--- src/rtl/rr_bus_arbiter_mux.sv ---
// rtl/rr_bus_arbiter_mux.sv - registered N-way bus mux with round-robin ownership arbiter
//
// Purpose: grants the shared bus to one requesting source at a time. The winner's data
// is registered onto bus_out every cycle. It keeps the bus until it releases it, drops
// its request, or reaches the MAXHOLD cycle cap.
// Ports:
//   clk          rising-edge clock
//   reset        synchronous, active-high reset
//   req          per-channel level request
//   data_in      channel i data at [i*W +: W]
//   release_bus  owner done; only looked at while the bus is owned
//   grant        registered one-hot grant, zero when idle
//   bus_out      registered bus value
//   valid        bus_out carries the granted channel's data
//   busy         bus currently owned
//   timeout      one-cycle pulse when ownership is ended by the MAXHOLD cap
module rr_bus_arbiter_mux #(
  parameter int N       = 8,
  parameter int W       = 16,
  parameter int MAXHOLD = 0,
  parameter int HOLD    = 1
) (
  input  logic           clk,
  input  logic           reset,
  input  logic [N-1:0]   req,
  input  logic [N*W-1:0] data_in,
  input  logic           release_bus,
  output logic [N-1:0]   grant,
  output logic [W-1:0]   bus_out,
  output logic           valid,
  output logic           busy,
  output logic           timeout
);

  localparam int PW = $clog2(N);
  localparam int CW = (MAXHOLD > 0) ? $clog2(MAXHOLD + 1) : 1;

  typedef enum logic {IDLE = 1'b0, OWNED = 1'b1} state_t;

  state_t        state;
  logic [PW-1:0] rr_ptr;
  logic [PW-1:0] owner;
  logic [CW-1:0] cnt;

  logic [PW-1:0] pick;
  logic          pick_found;
  logic          end_rel;
  logic          end_drop;
  logic          end_cap;

  // (a + b) mod N for a < N and 0 <= b < N; N need not be a power of two.
  function automatic logic [PW-1:0] wrap_add(input logic [PW-1:0] a, input int b);
    int s;
    s = int'(a) + b;
    if (s >= N) s = s - N;
    return PW'(s);
  endfunction

  function automatic logic [W-1:0] chan_data(input logic [PW-1:0] idx);
    return data_in[int'(idx)*W +: W];
  endfunction

  // Scan the offsets from the largest to the smallest. The last hit to be written is
  // the requester nearest rr_ptr, so no early exit is needed.
  always_comb begin
    pick       = '0;
    pick_found = 1'b0;
    for (int i = N - 1; i >= 0; i--) begin
      if (req[wrap_add(rr_ptr, i)]) begin
        pick       = wrap_add(rr_ptr, i);
        pick_found = 1'b1;
      end
    end
  end

  assign end_rel  = release_bus;
  assign end_drop = !req[owner];
  assign end_cap  = (MAXHOLD != 0) && (cnt == CW'(MAXHOLD));

  always_ff @(posedge clk) begin
    if (reset) begin
      state   <= IDLE;
      rr_ptr  <= '0;
      owner   <= '0;
      cnt     <= '0;
      grant   <= '0;
      bus_out <= '0;
      valid   <= 1'b0;
      busy    <= 1'b0;
      timeout <= 1'b0;
    end else begin
      timeout <= 1'b0;
      case (state)
        IDLE: begin
          if (HOLD == 0) bus_out <= '0;
          if (pick_found) begin
            state   <= OWNED;
            owner   <= pick;
            grant   <= {{(N-1){1'b0}}, 1'b1} << pick;
            bus_out <= chan_data(pick);
            valid   <= 1'b1;
            busy    <= 1'b1;
            cnt     <= CW'(1);
          end
        end
        OWNED: begin
          if (end_rel || end_drop || end_cap) begin
            state   <= IDLE;
            grant   <= '0;
            valid   <= 1'b0;
            busy    <= 1'b0;
            cnt     <= '0;
            rr_ptr  <= wrap_add(owner, 1);
            // A release or a dropped request outranks the cap, so only a pure cap expiry pulses.
            timeout <= end_cap && !end_rel && !end_drop;
            if (HOLD == 0) bus_out <= '0;
          end else begin
            bus_out <= chan_data(owner);
            // Without an end condition cnt < MAXHOLD here, so the count never passes the cap.
            if (MAXHOLD != 0) cnt <= cnt + 1'b1;
          end
        end
        default: state <= IDLE;
      endcase
    end
  end

endmodule

--- config.mk ---
export PLATFORM = sky130hd
export DESIGN_NAME = rr_bus_arbiter_mux
export DESIGN_NICKNAME = d
export VERILOG_FILES = /design/src/rtl/rr_bus_arbiter_mux.sv
export SDC_FILE = /design/constraint.sdc
export NUM_CORES = 1
export LEC_CHECK = 0
export ABC_AREA = 1
export CORE_AREA = 8 8 113 89
export DETAILED_ROUTE_END_ITERATION = 10
export DIE_AREA = 0 0 121 97
export PLACE_DENSITY = 0.82
export SLEW_MARGIN = 20
export SYNTH_ARGS = -nofsm -noshare
export SYNTH_HDL_FRONTEND = slang
export SYNTH_SLANG_ARGS = --single-unit
--- constraint.sdc ---
create_clock -name clk -period 2.83 [get_ports clk]
set_input_delay 0.566 -clock clk [delete_from_list [all_inputs] [get_ports clk]]
set_output_delay 0.566 -clock clk [all_outputs]
set_load 0.02 [all_outputs]
Word level (Yosys, flattened, before mapping)
Index checks and enable logic that the tools add are counted.
{"block": "totals", "regBits": 32, "inputBits": 139, "word_cells": 109}
{"block": "classes", "mux": 55, "shifts": 3, "add_sub_neg": 17, "reduce_logical": 6, "bitwise_logic": 1, "eq_ne": 3, "n_lt_le_gt_ge": 18}
{"op": "indexed part select 128 x 8 -> 16 bit", "count": 2}
{"op": "2-to-1 mux 3 bit", "count": 17}
{"op": "< comparator 3 x 4 -> 1 bit (second input constant)", "count": 9}
{"op": "greater-or-equal comparator 4 bit (second input constant)", "count": 8}
{"op": "2-to-1 mux 16 bit", "count": 2}
{"op": "one-hot mux 16 bit (2 select lines)", "count": 1}
{"op": "binary-select mux 1 bit (select 3 bit)", "count": 9}
{"op": "subtractor 3 x 1 -> 3 bit (second input constant)", "count": 9}
{"op": "2-to-1 mux 1 bit", "count": 21}
{"op": "adder 3 x 3 -> 4 bit (second input constant)", "count": 4}
{"op": "2-to-1 mux 8 bit", "count": 2}
{"op": "one-hot mux 8 bit (2 select lines)", "count": 1}
{"op": "adder 3 x 1 -> 4 bit (second input constant)", "count": 2}
{"op": "adder 3 x 2 -> 4 bit (second input constant)", "count": 2}
{"op": "AND reduction 2 bit", "count": 4}
{"op": "left shift 1 x 3 -> 8 bit (first input constant)", "count": 1}
{"op": "greater-or-equal comparator 3 x 4 -> 1 bit (second input constant)", "count": 1}
{"op": "!= test 2 bit (second input constant)", "count": 2}
{"op": "one-hot mux 1 bit (2 select lines)", "count": 2}
{"op": "!= test 2 x 1 -> 1 bit (second input constant)", "count": 1}
{"op": "zero test 1 bit", "count": 1}
{"op": "logical OR 1 bit", "count": 1}
{"op": "NOT 1 bit", "count": 1}

Depth between registers and ports, before layout
Gate-level depths: netlist of run 1.
{"block": "logic_depth", "word_depth": 16, "depth_mapped": 24, "mapped_depth_nobuf": 22}

Worst setup path before layout of run 1
OpenSTA, ideal clock, no wires.
{"block": "synth_timing", "kind": "register to register", "from": "register rr_ptr[1]", "to": "register bus_out[10]", "n_path_buf": 3, "path_stages_with_launch": 24, "arrival_ns": 2.395, "synth_period_minus_slack_ns": 2.503, "slack_ns": 0.327, "path_cell_list": "dfxtp_1 > buf_6 > inv_4 > ha_1 > inv_1 > nand3_1 > nand3_1 > nand2_2 > inv_2 > nand2_1 > nand2_1 > nand2_1 > nand2_1 > nand2_1 > nand2_1 > nand3_2 > buf_6 > buf_4 > nand3_1 > nand3_1 > nand3_1 > nand3_1 > nand2_1 > inv_1"}
{"block": "synth_via", "elab_chain_len": 16, "word_cells_on_any_way": 68}
{"element": "from (decl)", "line_no": "41", "source": "logic [PW-1:0] rr_ptr;"}
{"element": "from (signal assigned)", "line_no": "113", "source": "rr_ptr <= wrap_add(owner, 1);"}
{"element": "adder 3 x 3 -> 4 bit", "line_no": "54", "source": "s = int'(a) + b;"}
{"element": "greater-or-equal comparator 4 bit / subtractor 3 x 1 -> 3 bit (equally long branches)", "line_no": "55", "source": "if (s >= N) s = s - N;"}
{"element": "2-to-1 mux 3 bit", "line_no": "55"}
{"element": "binary-select mux 1 bit (select 3 bit)", "line_no": "69", "source": "if (req[wrap_add(rr_ptr, i)]) begin"}
{"element": "2-to-1 mux 1 bit (not written as such)", "line_no": "69"}
{"element": "2-to-1 mux 3 bit (8 in a row)", "line_no": "69"}
{"element": "indexed part select 128 x 8 -> 16 bit", "line_no": "60", "source": "return data_in[int'(idx)*W +: W];"}
{"element": "2-to-1 mux 16 bit", "line_no": "96", "source": "if (pick_found) begin"}
{"element": "one-hot mux 16 bit (2 select lines)", "line_no": "93", "source": "case (state)"}
{"element": "to (signal assigned)", "line_no": "100", "source": "bus_out <= chan_data(pick);"}
{"element": "to (signal assigned)", "line_no": "118", "source": "bus_out <= chan_data(owner);"}
{"element": "to (decl)", "line_no": "29", "source": "output logic [W-1:0] bus_out,"}
Several ways; a longest one is shown, not always the timed one. The select of a mux whose other input is x is not followed.
A chain may end at the register's enable or synchronous reset.

Final worst setup path of run 1
{"block": "layout_timing", "from": "input port req[1]", "to": "register bus_out[3]"}
{"block": "layout_via", "elab_chain_len": 13, "word_cells_on_any_way": 42}
{"element": "from (decl)", "line_no": "25", "source": "input logic [N-1:0] req,"}
{"element": "binary-select mux 1 bit (select 3 bit)", "line_no": "69"}
{"element": "2-to-1 mux 1 bit (not written as such)", "line_no": "69"}
{"element": "2-to-1 mux 3 bit (8 in a row)", "line_no": "69"}
{"element": "indexed part select 128 x 8 -> 16 bit", "line_no": "60"}
{"element": "2-to-1 mux 16 bit", "line_no": "96"}
{"element": "one-hot mux 16 bit (2 select lines)", "line_no": "93"}
Several ways; a longest one is shown, not always the timed one. The select of a mux whose other input is x is not followed.

==> results of run 1 <==
==> area by class of cell <==
cell class | instances | share of cell area
inverters | 58 | 0.0386
clock buffers | 5 | 0.0121
multi-input cells | 462 | 0.434
well taps | 108 | 0.0237
flip-flops and latches | 32 | 0.113
clock inverters | 3 | 0.00329
repair buffers | 206 | 0.375
==> routing by layer <==
metal,track usage,vias to the layer above
met4,0.0603,0
li1,-,2341
met5,0,-
met1,0.349,2259
met2,0.374,285
met3,0.0546,31
==> metrics by stage <==
step,power [mW],setup TNS [ns],hold WS [ns],cell area [um2]
6_report,5.97,0,0.469,5710
5_1_grt,6.42,-0.105,0.495,5710
4_1_cts,5.34,0,0.471,5350
3_5_place_dp,4.96,-3.34,0.462,5260
3_3_place_gp,4.89,-3.55,0.457,5260
2_1_floorplan,3.44,0,0.492,3380
==> worst max-delay path: stages <==
cell,delay [ns]
clkdlybuf4s50_1,0.51
nand2_1,0.09
nand3_1,0.12
nand3_2,0.12
nand2_4,0.11
inv_2,0.06
nand3_1,0.07
nand2_1,0.06
nand2_1,0.06
nand2_1,0.05
nand2_1,0.05
nand2_1,0.05
nand2_2,0.10
nand3_1,0.13
nand2_4,0.16
clkbuf_16,0.20
nand3_1,0.09
nand3_1,0.10
nand3_1,0.10
nand2_1,0.08
inv_1,0.03
==> cell usage in the layout, fill, tap and decap left out, drive strengths merged <==
cell,n
buf,38
o22ai,2
a211oi,1
dlymetal6s2s,3
o21ai,25
a22oi,4
nor3,1
clkbuf,9
conb,1
dfxtp,32
a31oi,1
clkdlybuf4s50,161
xor2,2
mux2,1
xnor2,2
nand4,1
a21oi,19
nand2,138
nor2,16
ha,3
clkinv,4
inv,57
nand3,245
==> worst paths after layout <==
check	depth (start not counted)	from	end	slack (ns)
hold reg to reg	2	grant[4]$_SDFFE_PP0P_	grant[4]$_SDFFE_PP0P_	0.47
hold / removal	2	grant[4]$_SDFFE_PP0P_	grant[4]$_SDFFE_PP0P_	0.47
setup / recovery	21	req[1]	bus_out[3]$_SDFFE_PP0P_	0.12
setup reg to reg	22	rr_ptr[1]$_SDFFE_PP0P_	bus_out[9]$_SDFFE_PP0P_	0.20
==> report_power, final <==
group / switching (mW) / internal, mW
registers: 0.131 / 0.621
logic: 2.80 / 2.04
clock network: 0.200 / 0.172
==> cells in the mapped netlist <==
| master | instances |
|---|---|
| a211oi_1 | 1 |
| a21oi_1 | 18 |
| a21oi_2 | 1 |
| a22oi_1 | 4 |
| a31oi_1 | 1 |
| buf_1 | 1 |
| buf_2 | 15 |
| buf_4 | 6 |
| buf_6 | 10 |
| clkbuf_1 | 10 |
| clkinv_1 | 1 |
| conb_1 | 1 |
| dfxtp_1 | 32 |
| ha_1 | 3 |
| inv_1 | 50 |
| inv_2 | 6 |
| inv_4 | 1 |
| mux2_2 | 1 |
| nand2_1 | 129 |
| nand2_2 | 9 |
| nand3_1 | 240 |
| nand3_2 | 5 |
| nand4_1 | 1 |
| nor2_1 | 15 |
| nor2_2 | 1 |
| nor3_1 | 1 |
| o21ai_0 | 24 |
| o21ai_2 | 1 |
| o22ai_1 | 2 |
| xnor2_1 | 1 |
| xnor2_2 | 1 |
| xor2_1 | 2 |
==> cell families after synthesis <==
kind of cell,synth area share
and+or+nand+nor,0.552
buffers and inverters,0.146
AOI/OAI and AO/OA,0.0840
DFF,0.190
xor gates and xnor gates,0.0126
adders and majority gates,0.0111
other,0.00111
muxes,0.00333
==> registers in the layout (all words and copies together) (netlist names) <==
name and cells:
bus_out 16, busy 1, grant 8, owner 3, rr_ptr 3, state 1
==> timing repair <==
item                                    in CTS  in global routing
endpoints found under the setup margin       0                 16
hold buffers                                 0                  0
gates resized for setup                      0                 57
endpoints found under the hold margin        0                  0
buffers inserted                             0                  1
==> results.yml, run 1 <==
placement:
  dp_hpwl_mm: 12.0
  place_congestion: 0.950
  dp_slack_ns: -0.252
  port_buffers: 164
  placed_cells: 861
sta:
  max_clock_freq_mhz: 369
  setup_viol: 0
  setup_ws_ns: 0.123
  fin_skew_ns: 0.0128
  tightestPinTransition_ns: 1.05
  hold_viol: 0
  min_period_over_period: 0.956
  min_period_ns: 2.71
  slew_headroom: 0.298
  slew_violations: 0
clocking:
  clk_pin_slew_ns: 0.08
  clockBufferDepth: 2
  clockRootBuffer: "clkbuf_8"
  h-tree-depth: 2
  cts_buffers: 5
  worstSkewPairLatency_ns: 0.30
  cts_tree: "done"
  clkSinkCount: 32
cells_and_area:
  area_growth_pct: 68.9
  n_antenna_cell: 0
  finalNetCount: 907
  finalNonFillerCells: 874
  num-fill-cells: 731
  multi_input_area_um2: 2480
  register_area_um2: 644
  drive_gt1_frac: 0.159
  final_util: 0.693
drt:
  met3_length_mm: 1.74
  wirelength_met1_mm: 6.81
  drc: 0
  vias_per_cell: 5.62
  routed_wirelength_mm: 16.1
  wl_met2_mm: 7.24
  ant_nets: 0
  vias: 4916
  highest_layer: "met4"
  firstDrtPassIters: 6
  post_drt_wl_per_cell_um: 18.4
  drtIter0Drc: 499
hold_path:
  holdCritPathClass: "flip-flop to flip-flop"
power:
  leakagePower_nw: 2.67
  power.density_nw_per_um2: 1050
  vdd_drop_max_uv: 659
yosys:
  synth_top_area_cell: "nand3_1"
  syn_nets: 736
  synth.avg_cell_area_um2: 5.69
  seq_area_frac_synth: 0.190
  synthCells: 594
  synth_cell_type_count: 32
  synth_top_area_frac: 0.355
  synth_area_leaders: "nand3_1 36%, dfxtp_1 19%, nand2_1 14%, inv_1 5.6%, o21ai_0 3.6%"
  ys_seq_elements: 32
  syn_area_um2: 3380
  ys_warn_count: 0
floorplanning:
  die_area_um2: 11700
  core-area_um2: 8240
  chipHeight_um: 97
  io_pins: 166
  row_count: 29
  dieWidth_um: 121
  start_util: 0.410
grt:
  grt-ovfl-total: 0
  grtUsageTotal: 0.249
  antenna_found_initial: 0
  grt_max_degree: 39
  grt_pass1_wl_mm: 23.9
  grt_pass1_vias: 4515
worst_setup_path:
  crit_path_max_fanout: 16
  critPathCaptureType: "flip-flop"
  critPathLaunchType: "primary input"
  cp.required_ns: 3.04
  path_class: "primary input to flip-flop"
  worstPathArrival_ns: 2.92
status:
  status: "finished, final reports clean"
run:
  cap_violations: 0
(Power assumes the default switching activity.)
==> run 2, diff against run 1 <==
- ABC_AREA: 1 -> default
- CORE_AREA: 8 8 113 89 -> 8 8 116 92
- DIE_AREA: 0 0 121 97 -> 0 0 124 100
- PLACE_DENSITY: 0.82 -> 0.81
==> run 2 against run 1 <==
Net effect: global-route usage up 2.4 points; area after synthesis up 8.9%; largest power group unchanged; highest routed layer unchanged; largest cell class unchanged; the flow now finishes with violations (setup timing); worst hold slack worse by 0.0021 ns; register-to-register slack worse by 0.89 ns; critical path type unchanged; critical path depth down 8; worst setup slack worse by 0.84 ns; fmax down 24%; sequential cell count unchanged; core utilization up 9.0 points; routed wire length up 23%.
==> results.yml, run 2 <==
status:
  status: "finished with violations"
  violations: "setup timing"
power:
  pwr-share-clk: 0.112
  internal_power_mw: 2.84
  power.density_nw_per_um2: 744
  combinationalPowerShare: 0.751
  vdd_drop_max_uv: 416
  leakagePower_nw: 2.62
  switching_share: 0.445
  p_total_mw: 5.12
  switchingPower_mw: 2.28
  seqPwrFrac: 0.137
yosys:
  yosysMostFrequentCell: "nand2_1"
  muxShareOfSynthArea: 0.217
  synth_top_area_cell: "dfxtp_1"
  synth-xor-area-share: 0.00918
  synth_edf_count: 0
  async_reset_ff_frac: 0
  synth_area_leaders: "dfxtp_1 17%, mux2_2 8.6%, mux4_2 7.3%, nor4_1 5.6%, o31ai_2 5.4%"
  synthCells: 430
  synth.avg_cell_area_um2: 8.56
  syn_area_um2: 3680
  synthSimpleGateAreaFrac: 0.181
  seq_area_frac_synth: 0.174
  synth_ff_type: "dfxtp_1"
  synth_cell_type_count: 66
  syn_nets: 572
  synthAdderAreaFrac: 0.0102
  synth_compound_area_frac: 0.313
  ys_warn_count: 0
  ys_seq_elements: 32
  yosys-top-cells-count: "38 x nand2_1, 33 x nor4_1, 32 x dfxtp_1, 28 x mux2_2, 25 x nor2_1"
  synth_top_family_by_area: "compound AO/OA/AOI/OAI gates"
  synth_top_area_frac: 0.174
sta:
  tightestPinTransition_ns: 0.803
  max_clock_freq_mhz: 282
  min_period_ns: 3.55
  rsz0062_at_grt: "true"
  setup_viol: 27
  whs_ns: 0.467
  slew_headroom: 0.464
  setup_ws_ns: -0.718
  slew_violations: 0
  min_period_over_period: 1.25
  fin_skew_ns: 0.0107
  hold_viol: 0
drt:
  routed_wirelength_mm: 19.8
  drtIter0Drc: 573
  drc: 0
  firstDrtPassIters: 5
  vias: 4979
  post_drt_wl_per_cell_um: 25.8
  ant_nets: 0
  vias_per_cell: 6.50
clocking:
  clk_pin_slew_ns: 0.07
  cts_buffers: 5
  worstSkewPairLatency_ns: 0.29
  clkSinkCount: 32
  clockRootBuffer: "clkbuf_16"
  cts_tree: "done"
  h-tree-depth: 2
  clockBufferDepth: 2
  cts_hold_buf: 0
placement:
  place_congestion: 0.911
  dp_hpwl_mm: 12.5
  port_buffers: 164
floorplanning:
  die_area_um2: 12400
  io_pins: 166
  row_count: 30
  chipHeight_um: 100
  dieWidth_um: 124
  start_util: 0.419
  core-area_um2: 8780
cells_and_area:
  largest_register_ffs: 16
  register_area_um2: 648
  drive_gt1_frac: 0.404
  top_register: "bus_out"
  area_growth_pct: 87.0
  multi_input_area_um2: 3280
  mostFrequentLayoutCells: "156 x clkdlybuf4s50_1, 70 x buf_4, 35 x nand2_1, 30 x dfxtp_1, 26 x nor4_1"
  num-fill-cells: 539
  top_regs: "bus_out: 16 flops, grant: 8 flops"
  finalNetCount: 794
  layout_commonest_cell: "clkdlybuf4s50_1"
worst_setup_path:
  crit_path_max_fanout: 17
  rr_worst_depth: 13
  path_class: "primary input to flip-flop"
  worstPathArrival_ns: 3.73
  cpMostUsedCell: "a21oi_4"
  cp.required_ns: 3.01
  critPathLaunchType: "primary input"
  max_stage_delay_ns: 0.51
  cp_slowest_cell: "mux4_2"
  crit_chain: "clkdlybuf4s15_2, buf_4, mux4_2, and2_1, a21oi_2, o211ai_1, a21oi_4, buf_8, a21oi_4, buf_12, nor4_1, o31a_1, o31ai_2"
  critPathCaptureType: "flip-flop"
grt:
  grt_max_degree: 33
  grtUsageMet2: 0.434
  antenna_found_initial: 1
  grt-busiest-layer: "met2"
  grt_pass1_vias: 4936
  grt_pass1_wl_mm: 26.8
  grtUsageTotal: 0.273
  grt_use_met1: 0.352
  met3_usage: 0.0713
  grt-ovfl-total: 0
hold_path:
  whs_path_depth: 2
  holdCritPathClass: "flip-flop to flip-flop"
run:
  cap_violations: 0
-- run 2: layout make-up --
cell class / count / area share
multi-input combinational: 332 / 0.477
inverter: 24 / 0.0145
clock buffer: 5 / 0.0182
tap: 112 / 0.0204
clock inverter: 3 / 0.00346
sequential: 32 / 0.0942
timing repair buffer: 257 / 0.372
antenna: 1 / 0.000364
-- run 2: worst max-delay path, delay by kind of cell --
kind                   cells  cell delay [ns]
and+or+nand+nor            2             0.60
AOI/OAI and AO/OA          6             1.21
muxes                      1             0.51
buffers and inverters      4             0.82
-- run 2: worst paths after layout --
check / end / start / slack [ns]
setup reg to reg: bus_out[5]$_SDFFE_PP0P_ / rr_ptr[1]$_SDFFE_PP0P_ / -0.69
setup / recovery: bus_out[4]$_SDFFE_PP0P_ / req[2] / -0.72
hold reg to reg: bus_out[10]$_SDFFE_PP0P_ / bus_out[10]$_SDFFE_PP0P_ / 0.47
hold / removal: bus_out[10]$_SDFFE_PP0P_ / bus_out[10]$_SDFFE_PP0P_ / 0.47
-- run 2: what timing repair did --
action / 4_1_cts / 5_1_grt
gates resized for setup: 67 / 33
endpoints found under the setup margin: 28 / 28
pin swaps: 14 / 16
buffers inserted: 14 / 9
gates cloned: 6 / 1
-- run 2: power by group through the flow --
| stage | clock network, mW | registers [mW] | logic [mW] |
|---|---|---|---|
| floorplan | 0 | 0.782 | 2.03 |
| global placement | 0 | 0.686 | 2.97 |
| detailed placement | 0 | 0.692 | 3.04 |
| CTS | 0.566 | 0.688 | 3.42 |
| global route | 0.588 | 0.712 | 3.99 |
| finish | 0.571 | 0.702 | 3.85 |
-- run 2: layer usage --
layer | up-vias | part of all wire
li1 | 2143 | -
met1 | 2368 | 0.39
met2 | 386 | 0.46
met3 | 82 | 0.11
met4 | 0 | 0.044
met5 | - | 0
-- run 2: cells by family (layout without fill, tap and decap cells) --
| logic type | Yosys count | after routing |
|---|---|---|
| AOI/OAI and AO/OA | 132 | 135 |
| xor gates and xnor gates | 3 | 3 |
| adders and majority gates | 3 | 3 |
| buffers and inverters | 69 | 289 |
| DFF | 32 | 32 |
| muxes | 60 | 60 |
| other | 1 | 2 |
| and+or+nand+nor | 130 | 130 |
-- run 2: per-stage QoR --
step	util	cell area, um2	instances	setup WS, ns	TNS (ns)
floorplan	-	4110	430	-0.521	-10.06
global placement	0.694	6100	730	-0.873	-20.41
detailed placement	0.694	6100	730	-1.01	-23.01
CTS	0.755	6630	757	-0.427	-8.31
global route	0.783	6880	766	-0.753	-13.39
finish	0.783	6880	766	-0.718	-12.17
==> run 3, diff against run 2 <==
- CORE_AREA: 8 8 116 92 -> 8 8 115 91
- CTS_BUF_LIST: default -> sky130_fd_sc_hd__clkbuf_4 sky130_fd_sc_hd__clkbuf_8
- DIE_AREA: 0 0 124 100 -> 0 0 123 99
- PLACE_DENSITY: 0.81 -> 0.82
- RECOVER_POWER: default -> 25
==> run 3 against run 2 <==
Net effect: the flow still finishes with violations (setup timing); sequential share of layout area is 0.22 points lower; fmax grew 6.5%; critical path depth unchanged; sequential power decreased by 3.6%; register-to-register slack improved by 0.19 ns; clock skew fell by 0.0068 ns; critical path type is now flip-flop to flip-flop; critical endpoint unchanged; highest routed layer is now met5.
==> results.yml, run 3 (synthesis results as in run 2) <==
clocking:
  cts_tree: "done"
  clockRootBuffer: "clkbuf_8"
  clk_pin_slew_ns: 0.08
  cts_buffers: 5
  clkSinkCount: 32
  clockBufferDepth: 2
  h-tree-depth: 2
  cts_hold_buf: 0
  worstSkewPairLatency_ns: 0.31
cells_and_area:
  finalNonFillerCells: 774
  largest_register_ffs: 16
  area_growth_pct: 91.5
  mostFrequentLayoutCells: "149 x clkdlybuf4s50_1, 70 x buf_4, 37 x nand2_1, 30 x dfxtp_1, 25 x nor4_1"
  finalNetCount: 802
  drive_gt1_frac: 0.402
  num-fill-cells: 485
  layout_commonest_cell: "clkdlybuf4s50_1"
  top_regs: "bus_out: 16 flops, grant: 8 flops"
  register_area_um2: 648
  multi_input_area_um2: 3340
  top_register: "bus_out"
drt:
  drtIter0Drc: 477
  post_drt_wl_per_cell_um: 24.7
  drc: 0
  firstDrtPassIters: 5
  ant_nets: 0
  routed_wirelength_mm: 19.1
  vias: 4999
  vias_per_cell: 6.46
hold_path:
  whs_path_depth: 2
  holdCritPathClass: "flip-flop to flip-flop"
worst_setup_path:
  critPathLaunchType: "flip-flop"
  cp.required_ns: 3.03
  critPathCaptureType: "flip-flop"
  rr_worst_depth: 13
  worstPathArrival_ns: 3.53
  crit_path_max_fanout: 8
  path_class: "flip-flop to flip-flop"
floorplanning:
  start_util: 0.423
  dieWidth_um: 123
  chipHeight_um: 99
  row_count: 30
  core-area_um2: 8710
  io_pins: 166
  die_area_um2: 12200
power:
  leakagePower_nw: 2.71
  vdd_drop_max_uv: 418
  power.density_nw_per_um2: 723
placement:
  port_buffers: 164
  placed_cells: 733
  dp_hpwl_mm: 12.5
  place_congestion: 0.961
sta:
  setup_ws_ns: -0.501
  rsz0062_at_grt: "true"
  max_clock_freq_mhz: 300
  hold_viol: 0
  tightestPinTransition_ns: 1.15
  min_period_ns: 3.33
  min_period_over_period: 1.18
  slew_violations: 0
  fin_skew_ns: 0.00383
  setup_viol: 26
  fin_setup_tns_ns: -10.07
  slew_headroom: 0.231
grt:
  grt_pass1_vias: 4990
  grt_pass1_wl_mm: 27.2
  antenna_found_initial: 1
  grtUsageTotal: 0.283
  grt-ovfl-total: 0
  grt_max_degree: 20
status:
  status: "finished with violations"
  violations: "setup timing"
run:
  cap_violations: 0
==> run 3: per-stage QoR <==
stage               instance area [um2]   util  hold slack (ns)  setup slack [ns]  power (mW)
floorplan                          4110      -            0.530            -0.521        2.81
CTS                                6850  0.787            0.467            -0.409        4.80
finish                             7050  0.809            0.465            -0.501        5.09
detailed placement                 6140  0.705            0.447             -1.00        3.79
global placement                   6140  0.705            0.442            -0.881        3.69
global route                       7040  0.809            0.482            -0.605        5.28
==> run 3: worst paths after layout <==
check             slack, ns                       to               startpoint
setup / recovery      -0.50  bus_out[4]$_SDFFE_PP0P_   rr_ptr[1]$_SDFFE_PP0P_
hold / removal         0.46  bus_out[7]$_SDFFE_PP0P_  bus_out[7]$_SDFFE_PP0P_
setup reg to reg      -0.50  bus_out[4]$_SDFFE_PP0P_   rr_ptr[1]$_SDFFE_PP0P_
hold reg to reg        0.46  bus_out[7]$_SDFFE_PP0P_  bus_out[7]$_SDFFE_PP0P_
==> run 3: per-layer routing <==
layer | global-route usage | wire length [um]
met1 | 0.349 | 7300
met2 | 0.459 | 9080
met3 | 0.0703 | 1890
met5 | 0 | 9
met4 | 0.114 | 821
==> run 3: area by class of cell <==
cell class | instances | area share
diodes | 1 | 0.000355
clock buffers | 5 | 0.00977
clock inverters | 3 | 0.00337
inverters | 24 | 0.0142
multi-input cells | 332 | 0.475
flip-flops and latches | 32 | 0.0920
well taps | 112 | 0.0199
repair buffers | 265 | 0.386
==> run 3: worst max-delay path, stage by stage, from the launching register on <==
cell and delay [ns]:
dfxtp_4 0.41, ha_1 0.22, xor2_2 0.20, buf_4 0.16, mux2_4 0.32, a221oi_4 0.34, o211ai_1 0.26, a21oi_4 0.23
a21o_4 0.24, buf_6 0.13, buf_16 0.13, mux2_2 0.34, o22ai_2 0.15, o31ai_2 0.09
==> run 3: power breakdown <==
group          total [mW]  leakage (nW)  switching (mW)  internal (mW)
sequential          0.677         0.266          0.0985          0.579
combinational        4.02          2.41            1.95           2.07
clock               0.395        0.0404           0.221          0.174
==> run 3: what timing repair did <==
item / 4_1_cts / 5_1_grt
resized for setup: 70 / 30
buffers inserted: 15 / 13
cloned: 7 / 2
pin swaps: 62 / 29
setup endpoints to repair: 27 / 26
